### src/rtl/iitb_pkg.sv
// Shared IITB-RISC constants and types.
// Imported by the LM/SM sequencer and the hazard logic.
package iitb_pkg;

  localparam logic [3:0] OP_LM = 4'b0110;
  localparam logic [3:0] OP_SM = 4'b0111;

  localparam int DATA_W = 16;
  localparam int LIST_W = 8;
  localparam int RA_W   = 3;

  typedef enum logic {
    ST_IDLE = 1'b0,
    ST_RUN  = 1'b1
  } state_t;

endpackage

### src/rtl/prio_enc_msb.sv
// Most-significant-set-bit priority encoder.
// Returns the bit position of the highest set bit plus an any-set flag.
module prio_enc_msb #(
  parameter int LIST_W = 8,
  parameter int RA_W   = 3
) (
  input  logic [LIST_W-1:0] list,
  output logic [RA_W-1:0]   idx,
  output logic              any
);

  always_comb begin
    idx = '0;
    any = 1'b0;
    for (int i = 0; i < LIST_W; i++) begin
      if (list[i]) begin
        idx = i[RA_W-1:0];
        any = 1'b1;
      end
    end
  end

endmodule

### src/rtl/lm_sm_sequencer.sv
// IITB-RISC LM/SM sequencer: one register transfer per cycle,
// R0 first, contiguous addresses, fetch stalled until the last one.
module lm_sm_sequencer #(
  parameter int DATA_W = 16,
  parameter int LIST_W = 8,
  parameter int RA_W   = 3
) (
  input  logic              clk,
  input  logic              rst,
  input  logic              start,
  input  logic              is_lm,
  input  logic [LIST_W-1:0] reg_list,
  input  logic [DATA_W-1:0] base_addr,
  input  logic              hold,
  input  logic              flush,
  output logic              busy,
  output logic              stall_fetch,
  output logic              xfer_valid,
  output logic [RA_W-1:0]   xfer_reg,
  output logic [DATA_W-1:0] xfer_addr,
  output logic              xfer_ld,
  output logic              xfer_st,
  output logic              xfer_last
);

  import iitb_pkg::*;

  state_t              state;
  logic [LIST_W-1:0]   list_q;
  logic [DATA_W-1:0]   addr_q;
  logic                lm_q;

  logic [RA_W-1:0]     bitpos;
  logic                any;
  logic [LIST_W-1:0]   onehot;
  logic                one_left;
  logic                accept;
  logic                issue;

  prio_enc_msb #(
    .LIST_W(LIST_W),
    .RA_W  (RA_W)
  ) u_enc (
    .list(list_q),
    .idx (bitpos),
    .any (any)
  );

  assign onehot   = LIST_W'(1) << bitpos;
  // x & (x-1) clears the lowest set bit; zero means a single bit left
  assign one_left = any &
    ((list_q & (list_q - LIST_W'(1))) == '0);

  assign accept = (state == ST_IDLE) & start &
                  ~flush & (|reg_list);
  assign issue  = (state == ST_RUN) & any &
                  ~hold & ~flush & ~rst;

  assign busy        = (state == ST_RUN);
  assign stall_fetch = accept |
    ((state == ST_RUN) & ~flush & ~(issue & one_left));
  assign xfer_valid  = issue;
  assign xfer_reg    = issue ?
    (RA_W'(LIST_W - 1) - bitpos) : '0;
  assign xfer_addr   = issue ? addr_q : '0;
  assign xfer_ld     = issue & lm_q;
  assign xfer_st     = issue & ~lm_q;
  assign xfer_last   = issue & one_left;

  always_ff @(posedge clk) begin
    if (rst) begin
      state  <= ST_IDLE;
      list_q <= '0;
      addr_q <= '0;
      lm_q   <= 1'b0;
    end else if (flush) begin
      state  <= ST_IDLE;
      list_q <= '0;
    end else begin
      unique case (state)
        ST_IDLE: begin
          if (accept) begin
            state  <= ST_RUN;
            list_q <= reg_list;
            addr_q <= base_addr;
            lm_q   <= is_lm;
          end
        end
        ST_RUN: begin
          if (!any) begin
            state <= ST_IDLE;
          end else if (!hold) begin
            list_q <= list_q & ~onehot;
            addr_q <= addr_q + DATA_W'(1);
            if (one_left) state <= ST_IDLE;
          end
        end
        default: state <= ST_IDLE;
      endcase
    end
  end

endmodule

### config.mk
export PLATFORM = sky130hd
export DESIGN_NAME = lm_sm_sequencer
export DESIGN_NICKNAME = d
export VERILOG_FILES = /design/src/rtl/iitb_pkg.sv /design/src/rtl/prio_enc_msb.sv /design/src/rtl/lm_sm_sequencer.sv
export SDC_FILE = /design/constraint.sdc
export NUM_CORES = 1
export LEC_CHECK = 0
export CAP_MARGIN = 20
export CORE_MARGIN = 2
export CORE_UTILIZATION = 45
export CTS_CLUSTER_SIZE = 40
export DETAILED_ROUTE_END_ITERATION = 8
export GPL_TIMING_DRIVEN = 0
export PLACE_DENSITY = 0.75
export SLEW_MARGIN = 10
export SYNTH_ARGS = -nofsm -noshare
export SYNTH_HDL_FRONTEND = slang
export SYNTH_HIERARCHICAL = 1
export SYNTH_SLANG_ARGS = --single-unit
### constraint.sdc
create_clock -name clk -period 4.5 [get_ports clk]
set_input_delay 0.9 -clock clk [delete_from_list [all_inputs] [get_ports clk]]
set_output_delay 0.9 -clock clk [all_outputs]
set_load 0.02 [all_outputs]
**After elaboration in Yosys (flattened, before gate mapping)**

Index checks and enable logic that the tools add are counted.

- Bits in registers: 26
- Input bits: 30
- Output and inout bits: 25

- Add/subtract/negate cells: 3
- Eq/ne operators: 3
- Shift-type cells: 1
- Muxes and demuxes: 30
- Bitwise gates (word level): 23
- Reductions and logical operators: 6

Operators by type and width:

| kind | count |
|---|---|
| 16-bit two-way mux | 4 |
| 16-bit case mux with 2 select lines | 1 |
| 8-bit two-way mux | 3 |
| 16-bit by 1-bit adder with 16-bit output, second input constant | 1 |
| 8-bit AND | 2 |
| 8-bit case mux with 2 select lines | 1 |
| 3-bit two-way mux | 5 |
| 1-bit AND | 13 |
| 1-bit two-way mux | 13 |
| 8-bit logical NOT | 1 |
| 8-bit inverter | 1 |
| 8-bit OR reduction | 1 |
| 1-bit by 3-bit left shift with 8-bit output, first input constant | 1 |
| 8-bit by 1-bit subtractor with 8-bit output, second input constant | 1 |
| 1-bit inverter | 6 |
| 3-bit AND reduction | 2 |
| 2-bit two-way mux | 2 |
| 2-bit != test, second input constant | 2 |
| 4-bit AND reduction | 1 |
| 3-bit subtractor, first input constant | 1 |
| 2-bit by 1-bit != test with 1-bit output, second input constant | 1 |
| 1-bit case mux with 2 select lines | 1 |
| 2-bit OR reduction | 1 |
| 1-bit bitwise OR | 1 |

**Depth between registers and ports, before layout**

- Word-level depth: 16
- Gate-level depth with buffers: 8
- Depth with buffers taken out: 7

**Hierarchy**

Netlist, hierarchy kept.

By module, submodules not included:

| module | instances | cells an instance | area each (um2) | sequential area each (um2) |
|---|---|---|---|---|
| lm_sm_sequencer | 1 | 232 | 1809.2 | 520.5 |
| prio_enc_msb | 1 | 12 | 57.6 | 0.0 |

**Worst setup path before layout**

Ideal clock, no wire load.

- Path kind: input to output
- Start: in rst
- End: out xfer_addr[10]
- Data arrival time: 2.218 ns
- Data required time: 3.600 ns
- Slack: 1.382 ns
- Stages: 8
- Buffers on the path: 3
- Path through: buf_6 inv_4 nand2_1 or3_1 buf_2 inv_2 buf_4 and2_1

- Word-level cells in the longest chain between the ends: 3

Ends and longest elaborated chain:

| item | line | RTL |
|---|---|---|
| start: declaration | lm_sm_sequencer.sv:9 | `input logic rst,` |
| 1-bit inverter | lm_sm_sequencer.sv:57 | `~hold & ~flush & ~rst;` |
| 1-bit AND | lm_sm_sequencer.sv:57 |  |
| named net xfer_valid | lm_sm_sequencer.sv:18 | `output logic xfer_valid,` |
| 16-bit two-way mux | lm_sm_sequencer.sv:65 | `assign xfer_addr = issue ? addr_q : '0;` |
| end: declaration | lm_sm_sequencer.sv:20 | `output logic [DATA_W-1:0] xfer_addr,` |

The timed path passes the listed nets, and every way through them passes these cells.

**Final worst setup path**

- Start: in flush
- End: out xfer_addr[14]

- Word-level cells in the longest chain between the ends: 4

Ends and longest elaborated chain:

| item | line | RTL |
|---|---|---|
| start: declaration | lm_sm_sequencer.sv:15 | `input logic flush,` |
| 1-bit inverter (no source line) | n/a |  |
| 1-bit AND (2 in series) | lm_sm_sequencer.sv:57 |  |
| 16-bit two-way mux | lm_sm_sequencer.sv:65 |  |

Every way passes these cells.

==> results.sh <==
export IMPL_outcome="finished clean"
export IMPL_drive_gt1_frac=0.0963
export IMPL_wl_per_cell_um=15.0
export IMPL_finalPower_mw=0.551
export IMPL_leakage_nw=0.881
export IMPL_powerDensity_mw_per_mm2=218
export IMPL_wirelength_um=5260
export IMPL_clock_root_buffer="clkbuf_8"
export IMPL_post_cts_buffers=0
export IMPL_cp_data_required_time_ps=3600
export IMPL_avgSynthCellArea_um2=7.65
export IMPL_hp_class="register to register"
export IMPL_overflow=0
export IMPL_drt_iter0_drc=142
export IMPL_cts_hold_buf=0
export IMPL_arrival_ps=3370
export IMPL_setup_violations_final=0
export IMPL_regToRegStartpoint="list_q[1]"
export IMPL_relSlewSlack=0.446
export IMPL_vias_per_cell=5.77
export IMPL_nets=333
export IMPL_grt_pass1_wl_um=8440
export IMPL_min_delay_start="addr_q[14]"
export IMPL_place_congestion=0.865
export IMPL_fin_crit_sh=0.950
export IMPL_grt_util_all_layers=0.238
export IMPL_finalHoldViolations=0
export IMPL_ios=55
export IMPL_vias=2026
export IMPL_grt_max_degree=16
export IMPL_drv_slew=0
export IMPL_worst_pin_slew_ps=824
export IMPL_synth_top_cell_by_area="dfxtp_1"
export IMPL_synth_fp_nets=275
export IMPL_num_rows=23
export IMPL_dp_hpwl_um=3890
export IMPL_cp_buffers_inverters=6
export IMPL_finish_instance_area_mm2=0.00253
export IMPL_clk_latency_ps=280
export IMPL_ant_nets=0
export IMPL_first_pass_iters=4
export IMPL_final_cells=351
export IMPL_cp_common_cell="clkdlybuf4s50_1"
export IMPL_seq_power_share=0.452
export IMPL_final_cell_mix="clkdlybuf4s50_1 (53), a21oi_1 (32), nand2_1 (29)"
export IMPL_syn_cell_area_mm2=0.00187
export IMPL_r2r_setup_slack_ps=2560
export IMPL_placedCellCount=347
export IMPL_placedInstanceArea_mm2=0.00246
export IMPL_clock_skew_ps=9.05
export IMPL_rr_worst_depth=6
export IMPL_drc=0
export IMPL_h_tree_depth=1
export IMPL_area_growth_syn_to_layout_pct=35.6
export IMPL_max_cap_violations=0
export IMPL_endpoint_kind="output pin"
export IMPL_die_area_mm2=0.00468
export IMPL_vdd_drop_max_mv=0.185
export IMPL_holdPathStages=2
export IMPL_cts_buffers=3
export IMPL_tns_ps=0
export IMPL_ys_seq_area_frac=0.279
export IMPL_switching_power_mw=0.143
export IMPL_initial_core_util=0.467
export IMPL_p_clk_frac=0.365
export IMPL_hold_path_end="addr_q[14]"
export IMPL_core_area_mm2=0.00400
export IMPL_final_common_cell="clkdlybuf4s50_1"
export IMPL_antennaDiodeCount=0
export IMPL_max_freq_mhz=234
export IMPL_path_max_fanout=10
export IMPL_rsz0062_at_grt="no"
export IMPL_synth_cell_types=54
export IMPL_cts_resized_gates=0
export IMPL_grt_pass1_vias=1773
export IMPL_syn_instance_count=244
export IMPL_fin_crit_ps=4270
export IMPL_yosys_warnings=6
export IMPL_cpLargestDelayFamily="buffers and inverters"
export IMPL_nFillCells=391
export IMPL_crit_chain="clkdlybuf4s50_1 -> inv_1 -> nand2_1 -> or3_1 -> buf_2 -> inv_2 -> buf_4 -> and2_1 -> clkdlybuf4s50_1"
export IMPL_die_w_um=68.4
export IMPL_start_kind="primary input"
export IMPL_cp_slowest_cell="clkdlybuf4s50_1"
export IMPL_cts_tree="done"
export IMPL_grt_antenna_before_repair=0
export IMPL_swShare=0.260
export IMPL_cts_clk_slew_worst_paths_ps=100
export IMPL_clock_path_buffers=2
export IMPL_max_stage_delay_ps=590
export IMPL_fp_dieH_um=68.4
export IMPL_intPower_mw=0.407
export IMPL_crit_type="primary input to output pin"
export IMPL_synth_area_leaders="dfxtp_1 (28%), a21oi_1 (8.6%), and2_1 (6.0%)"
export IMPL_combPwrFrac=0.183
export IMPL_netlist_area_leader_share=0.279
export IMPL_port_buffers=53
export IMPL_utilization=0.633
export IMPL_yosys_register_bits=26
export IMPL_clkSinkCount=26
export IMPL_r2r_end="list_q[2]"
## cells in the mapped netlist, drive strengths merged
cell type  count
o21a           1
a31o           1
and4b          3
a211oi         3
a22oi          4
o22ai          1
a31oi          2
buf            9
and2          18
o21ai         20
o31a           1
inv            6
o211a          1
nand2         29
or3            1
nand3          7
a221oi         2
nor4           4
o31ai          4
o32ai          6
a21oi         32
ha             1
nor4b          1
a21boi         1
and4           1
or2            2
o32a           1
clkbuf         3
o2bb2ai        2
a22o           2
o211ai         2
nor2          21
nor3b          1
nor3           8
mux2i          4
dfxtp         26
nand4          4
nor2b          5
clkinv         2
and3           2
## power by group through the flow
stage	sequential (mW)	clock (mW)	combinational (mW)
2_1_floorplan	0.251	0	0.0573
3_3_place_gp	0.254	0	0.0986
3_5_place_dp	0.254	0	0.0996
4_1_cts	0.248	0.201	0.100
5_1_grt	0.250	0.207	0.110
6_report	0.249	0.201	0.101
## routing by layer
metal,wire (µm),GRT usage,vias to the layer above
li1,-,-,1014
met1,2530,0.325,947
met2,2390,0.387,58
met3,278,0.0362,7
met4,54,0.0650,0
met5,0,0,-
## worst max-delay path by stage
stage,startpoint,to,cells past startpoint
6_report,flush,xfer_addr[14],9
2_1_floorplan,rst,xfer_addr[10],8
3_5_place_dp,flush,xfer_addr[14],9
3_3_place_gp,flush,xfer_addr[7],9
5_1_grt,flush,xfer_addr[10],9
4_1_cts,flush,xfer_addr[14],9
## registers in the layout, summed over array words and instances, names as in the netlist
register  flops
list_q        8
lm_q          1
busy          1
addr_q       16
## logic make-up after synthesis
| family | synth area share |
|---|---|
| simple gates | 0.310 |
| compound gates | 0.328 |
| flops | 0.279 |
| buf+inv | 0.0556 |
| mux | 0.0214 |
| fa+ha+maj | 0.00670 |
## per-stage QoR
| step | worst slack [ps] | hold WS [ps] |
|---|---|---|
| finish | 225 | 516 |
| global route | 97.5 | 539 |
| CTS | 237 | 515 |
| detailed placement | 243 | 501 |
| global placement | 267 | 506 |
| floorplan | 1380 | 475 |
## cell type report
class | instances | area, µm² | share of cell area
plain buffers | 12 | 71.3 | 0.0282
clock buffers | 3 | 41.3 | 0.0163
clock inverters | 1 | 30.0 | 0.0119
inverters | 8 | 32.5 | 0.0129
multi-input cells | 198 | 1240 | 0.491
flip-flops and latches | 26 | 520 | 0.206
well taps | 50 | 62.6 | 0.0247
repair buffers | 53 | 531 | 0.210
## tightest hold or removal path, delay by kind of cell, from the launching register on
family | cells | cell delay [ps]
AOI/OAI and AO/OA | 1 | 60
and+or+nand+nor | 1 | 70
DFF | 1 | 350
Note: power is estimated with default switching activity, not from simulation.
